`config.mk`:
```
export PLATFORM = sky130hd
export DESIGN_NAME = serial_subtractor
export DESIGN_NICKNAME = d
export VERILOG_FILES = /design/src/rtl/serial_subtractor.sv
export SDC_FILE = /design/constraint.sdc
export NUM_CORES = 1
export LEC_CHECK = 0
export BUFFER_PORTS_ARGS = -buffer_cell sky130_fd_sc_hd__buf_2
export CAP_MARGIN = 10
export CORE_MARGIN = 8
export CORE_UTILIZATION = 40
export CTS_CLUSTER_DIAMETER = 150
export CTS_CLUSTER_SIZE = 20
export DETAILED_ROUTE_END_ITERATION = 6
export PLACE_DENSITY = 0.6
export SLEW_MARGIN = 20
export SYNTH_ARGS = -nofsm -noshare
export SYNTH_HDL_FRONTEND = slang
export SYNTH_SLANG_ARGS = --single-unit
```
`constraint.sdc`:
```
create_clock -name clk -period 1.7 [get_ports clk]
set_input_delay 0.255 -clock clk [delete_from_list [all_inputs] [get_ports clk]]
set_output_delay 0.255 -clock clk [all_outputs]
set_load 0.02 [all_outputs]
```
`src/rtl/serial_subtractor.sv`:
```
// ---------------------------------------------------------------------------
// serial_subtractor
//   Bit-serial WIDTH-bit subtractor computing A - B - Bin, LSB first, with one
//   full-subtractor cell and a registered borrow. An accepted start captures
//   the operands. WIDTH SHIFT cycles follow, then a single DONE cycle.
//
// Handshake:
//   start is sampled only while busy=0 (IDLE or DONE). A start seen in DONE
//   begins the next operation with no idle cycle in between. While busy=1,
//   start is ignored and nothing is queued. done is a one-cycle pulse. On that
//   cycle diff/bout (and ovf) carry the new result, and they hold it until the
//   next completion or reset.
//
// Ports:
//   clk        in   rising-edge clock
//   rst        in   synchronous, active-high reset
//   start      in   operation request
//   a, b       in   [WIDTH-1:0] minuend / subtrahend (captured on accept)
//   bin        in   initial borrow-in (captured on accept)
//   busy       out  high while bits are being processed (SHIFT)
//   done       out  one-cycle completion pulse (DONE)
//   diff       out  [WIDTH-1:0] registered difference
//   bout       out  registered final borrow-out
//   ovf        out  signed overflow flag; present only when
//                   SERIAL_SUBTRACTOR_OVF_EN is defined
//   dbg_state  out  [1:0] current FSM state (0=IDLE, 1=SHIFT, 2=DONE)
//
// Optional feature macro: SERIAL_SUBTRACTOR_OVF_EN
// ---------------------------------------------------------------------------
module serial_subtractor #(
  parameter int WIDTH = 8
) (
  input  logic             clk,
  input  logic             rst,
  input  logic             start,
  input  logic [WIDTH-1:0] a,
  input  logic [WIDTH-1:0] b,
  input  logic             bin,
  output logic             busy,
  output logic             done,
  output logic [WIDTH-1:0] diff,
  output logic             bout,
`ifdef SERIAL_SUBTRACTOR_OVF_EN
  output logic             ovf,
`endif
  output logic [1:0]       dbg_state
);

  localparam int CW = (WIDTH > 1) ? $clog2(WIDTH) : 1;

  typedef enum logic [1:0] {
    S_IDLE  = 2'd0,
    S_SHIFT = 2'd1,
    S_DONE  = 2'd2
  } state_t;

  state_t           r_state;
  logic             r_busy;
  logic             r_done;
  logic [WIDTH-1:0] r_a_sh;
  logic [WIDTH-1:0] r_b_sh;
  logic [WIDTH-1:0] r_res;
  logic             r_borrow;
  logic [CW-1:0]    r_cnt;
  logic [WIDTH-1:0] r_diff;
  logic             r_bout;
`ifdef SERIAL_SUBTRACTOR_OVF_EN
  logic             r_a_msb;
  logic             r_b_msb;
  logic             r_ovf;
`endif

  logic             w_x;
  logic             w_y;
  logic             w_d;
  logic             w_borrow_next;
  logic             w_last;
  logic [WIDTH-1:0] w_res_next;

  // Full-subtractor cell on the current LSBs plus the result-register update.
  // The new bit enters at the MSB, so after WIDTH shifts bit 0 of the result
  // sits at bit 0.
  always_comb begin
    w_x           = r_a_sh[0];
    w_y           = r_b_sh[0];
    w_d           = w_x ^ w_y ^ r_borrow;
    w_borrow_next = (~w_x & w_y) | (~(w_x ^ w_y) & r_borrow);
    w_last        = (r_cnt == CW'(WIDTH - 1));
    w_res_next    = r_res >> 1;
    w_res_next[WIDTH-1] = w_d;
  end

  always_ff @(posedge clk) begin
    if (rst) begin
      r_state  <= S_IDLE;
      r_busy   <= 1'b0;
      r_done   <= 1'b0;
      r_a_sh   <= '0;
      r_b_sh   <= '0;
      r_res    <= '0;
      r_borrow <= 1'b0;
      r_cnt    <= '0;
      r_diff   <= '0;
      r_bout   <= 1'b0;
`ifdef SERIAL_SUBTRACTOR_OVF_EN
      r_a_msb  <= 1'b0;
      r_b_msb  <= 1'b0;
      r_ovf    <= 1'b0;
`endif
    end else begin
      r_done <= 1'b0;
      case (r_state)
        // IDLE and DONE both accept a new operation; that is what gives
        // back-to-back operation without a bubble.
        S_IDLE, S_DONE: begin
          if (start) begin
            r_a_sh   <= a;
            r_b_sh   <= b;
            r_borrow <= bin;
            r_res    <= '0;
            r_cnt    <= '0;
`ifdef SERIAL_SUBTRACTOR_OVF_EN
            r_a_msb  <= a[WIDTH-1];
            r_b_msb  <= b[WIDTH-1];
`endif
            r_busy   <= 1'b1;
            r_state  <= S_SHIFT;
          end else begin
            r_busy   <= 1'b0;
            r_state  <= S_IDLE;
          end
        end

        S_SHIFT: begin
          r_a_sh   <= r_a_sh >> 1;
          r_b_sh   <= r_b_sh >> 1;
          r_borrow <= w_borrow_next;
          r_res    <= w_res_next;
          r_cnt    <= r_cnt + CW'(1);
          if (w_last) begin
            // The final bit is produced this cycle. Publish straight from the
            // next-value nets so diff/bout change only on entry to DONE.
            r_diff  <= w_res_next;
            r_bout  <= w_borrow_next;
`ifdef SERIAL_SUBTRACTOR_OVF_EN
            // The last bit computed is the result MSB.
            r_ovf   <= (r_a_msb ^ r_b_msb) & (r_a_msb ^ w_d);
`endif
            r_done  <= 1'b1;
            r_busy  <= 1'b0;
            r_state <= S_DONE;
          end
        end

        default: begin
          r_busy  <= 1'b0;
          r_state <= S_IDLE;
        end
      endcase
    end
  end

  assign busy      = r_busy;
  assign done      = r_done;
  assign diff      = r_diff;
  assign bout      = r_bout;
  assign dbg_state = r_state;
`ifdef SERIAL_SUBTRACTOR_OVF_EN
  assign ovf       = r_ovf;
`endif

endmodule

```
==> flow_summary.ini <==
[outcome]
status = completed

[power]
power_switching_uw = 479
power_uw = 2000
seqPwrFrac = 0.505
intPower_uw = 1520
power-per-cell-area_nw_per_um2 = 1070
power_frac_comb = 0.121
vdd.ir_drop.worst_mv = 0.439
p_leak_uw = 0.000732
p_clk_frac = 0.374
p_sw_frac = 0.239

[sta]
finalWorstSetupSlack_ns = 0.185
fin_skew_ns = 0.00799
setup_viol = 0
period_needed_ns = 1.52
fmax_ghz = 0.660
tns_ns = 0
relSlewSlack = 0.315
rsz0062_at_grt = no
final-hold-violation-count = 0
slew_violations = 0
tightest_slew_ns = 1.03
min_period_over_period = 0.891

[placement]
io_buffers = 32
dpl.hpwl_um = 2530
detailedPlace.worstSlack_ns = 0.174
place_area_sq_um = 1760
gp_congestion = 0.721
placedCellCount = 252

[yosys]
synth_edf_count = 0
yosysSeqAreaShare = 0.508
yosys_register_bits = 40
synth_common_cells = dfxtp_1 (40), nor3_1 (26), a21oi_1 (23)
synth_top_area_cell = dfxtp_1
async_reset_ff_frac = 0
ys_top_cells_by_area = dfxtp_1 (51%), nor3_1 (8.3%), a21oi_1 (7.3%)
yosys_warnings = 0
syn_area_per_cell_sq_um = 8.81
yosysUniqueCellTypes = 22
netlist.area_leader.share = 0.508
synth.most_common_cell = dfxtp_1
syn_nets = 202
syn_area_sq_um = 1580
synth-main-ff-cell = dfxtp_1
syn_inst = 179

[final_layout]
instances_no_fill = 260
drive_gt1_frac = 0.233
antenna_cells = 0
design_area_sq_um = 1870
seqCellArea_sq_um = 801
areaGrowthSynthToFinish_pct = 18.7
multiInputGateArea_sq_um = 659
nNetsFinal = 232
n_fill_cell = 401

[grt]
overflow = 0
grt_pass1_vias = 1344
grt_use_total = 0.118
antenna_found_initial = 0
grt_pass1_wl_um = 6000
grt_max_degree = 23

[clocking]
cts.sinks = 40
root_buffer = clkbuf_8
clkLatencyLatePin_ns = 0.29
htreeDepth = 2
cts_buffers = 5
postCtsSetupBuffers = 0
clock_path_buffers = 2
tritoncts = yes
postCtsResizedCells = 0
clk_pin_slew_ns = 0.08
cts_hold_repair.buffers = 0

[detailed_routing]
vias = 1371
ant_nets = 0
routedWlPerCell_um = 13.6
vias_per_cell = 5.27
drt_iter0_drc = 143
drc = 0
drtPass1Iterations = 4
wl_um = 3540

[floorplanning]
die_w_um = 78.8
initial_core_util = 0.406
die_y_um = 78.8
fp-row-count = 23
io_pins = 33
die-area_sq_um = 6210
coreArea_sq_um = 3880

[critical_path]
reg2reg_slack_ns = 0.18
critPathArrivalTime_ns = 1.73
reg2reg_depth = 3
crit_path_max_fanout = 16
cp-end-kind = flop
timing.rr.end = r_borrow$_SDFFE_PP0P_
start_kind = flop
crit_required_ns = 1.92
path_class = flop to flop
reg2reg_from = dbg_state[0]$_SDFFE_PP0P_

[flow_run]
cap_violations = 0

[hold_path]
whs_path_depth = 3
whs_endpoint = r_b_sh[7]$_SDFFE_PP0P_
holdCritPathClass = input port to flop
hp-start = b[7]
-- worst max-delay path, cell delays in order, from the launching register on --
cell and delay [ns]:
dfxtp_1 0.35, nor2b_1 0.80, a2bb2oi_1 0.15, a21oi_1 0.15
-- power groups by stage --
stage,combinational [uW],sequential [uW],clock (uW)
2_1_floorplan,186,1030,0
3_3_place_gp,237,1030,0
3_5_place_dp,245,1030,0
4_1_cts,246,1010,768
5_1_grt,270,1020,820
6_report,243,1010,749
-- how the worst max path moves through the flow --
| stage | start | end | slack [ns] |
|---|---|---|---|
| global placement | start | r_borrow$_SDFFE_PP0P_ | 0.19 |
| finish | dbg_state[0]$_SDFFE_PP0P_ | r_borrow$_SDFFE_PP0P_ | 0.18 |
| global route | dbg_state[0]$_SDFFE_PP0P_ | r_a_sh[4]$_SDFFE_PP0P_ | 0.02 |
| CTS | dbg_state[0]$_SDFFE_PP0P_ | r_a_sh[4]$_SDFFE_PP0P_ | 0.18 |
| floorplan | r_cnt[0]$_SDFFE_PP0P_ | dbg_state[0]$_SDFFE_PP0P_ | 0.46 |
| detailed placement | start | r_borrow$_SDFFE_PP0P_ | 0.17 |
-- metrics by stage --
stage | hold slack (ns) | utilization
after floorplan | 0.391 | -
after global placement | 0.441 | 0.454
after detailed placement | 0.445 | 0.454
after CTS | 0.192 | 0.481
after global routing | 0.185 | 0.481
final | 0.198 | 0.481
-- cells by family (layout without fill, tap and decap cells) --
group | Yosys count | count (layout) | share of synthesized area
compound gates | 41 | 41 | 0.158
fa+ha+maj | 3 | 3 | 0.0286
buf+inv | 19 | 50 | 0.0738
flops | 40 | 40 | 0.508
simple gates | 76 | 76 | 0.232
-- placed cells by master, fill, tap and decap left out, drive strengths merged --
cell / instances
dfxtp: 40
inv: 2
nand2b: 3
nor2: 3
a21oi: 23
fa: 1
nand3b: 2
buf: 40
nor3: 26
clkinv: 1
nor2b: 1
clkbuf: 6
ha: 2
bufinv: 1
o22ai: 14
nand2: 19
o21a: 1
a311oi: 2
a2bb2oi: 1
and2b: 1
nand3: 21
-- final cells by class --
type / instances / area share
sequential: 40 / 0.428
multi-input combinational: 120 / 0.353
timing repair buffer: 40 / 0.124
clock buffer: 6 / 0.0388
tap: 50 / 0.0334
clock inverter: 2 / 0.0187
inverter: 2 / 0.00401
-- sequential cells by signal, summed over array words and instances (netlist names) --
| name | count |
|---|---|
| r_cnt | 3 |
| busy | 1 |
| diff | 8 |
| r_a_sh | 8 |
| r_borrow | 1 |
| done | 1 |
| r_res | 7 |
| dbg_state | 2 |
| r_b_sh | 8 |
| bout | 1 |
-- per-layer routing --
| metal | vias up | track usage | wire length (um) | part of all wire |
|---|---|---|---|---|
| li1 | 696 | - | - | - |
| met1 | 640 | 0.144 | 1610 | 0.46 |
| met2 | 30 | 0.185 | 1680 | 0.48 |
| met3 | 5 | 0.0497 | 197 | 0.056 |
| met4 | 0 | 0.0389 | 42 | 0.012 |
| met5 | - | 0 | 0 | 0 |
No activity file was read; power rests on OpenSTA's default activity.
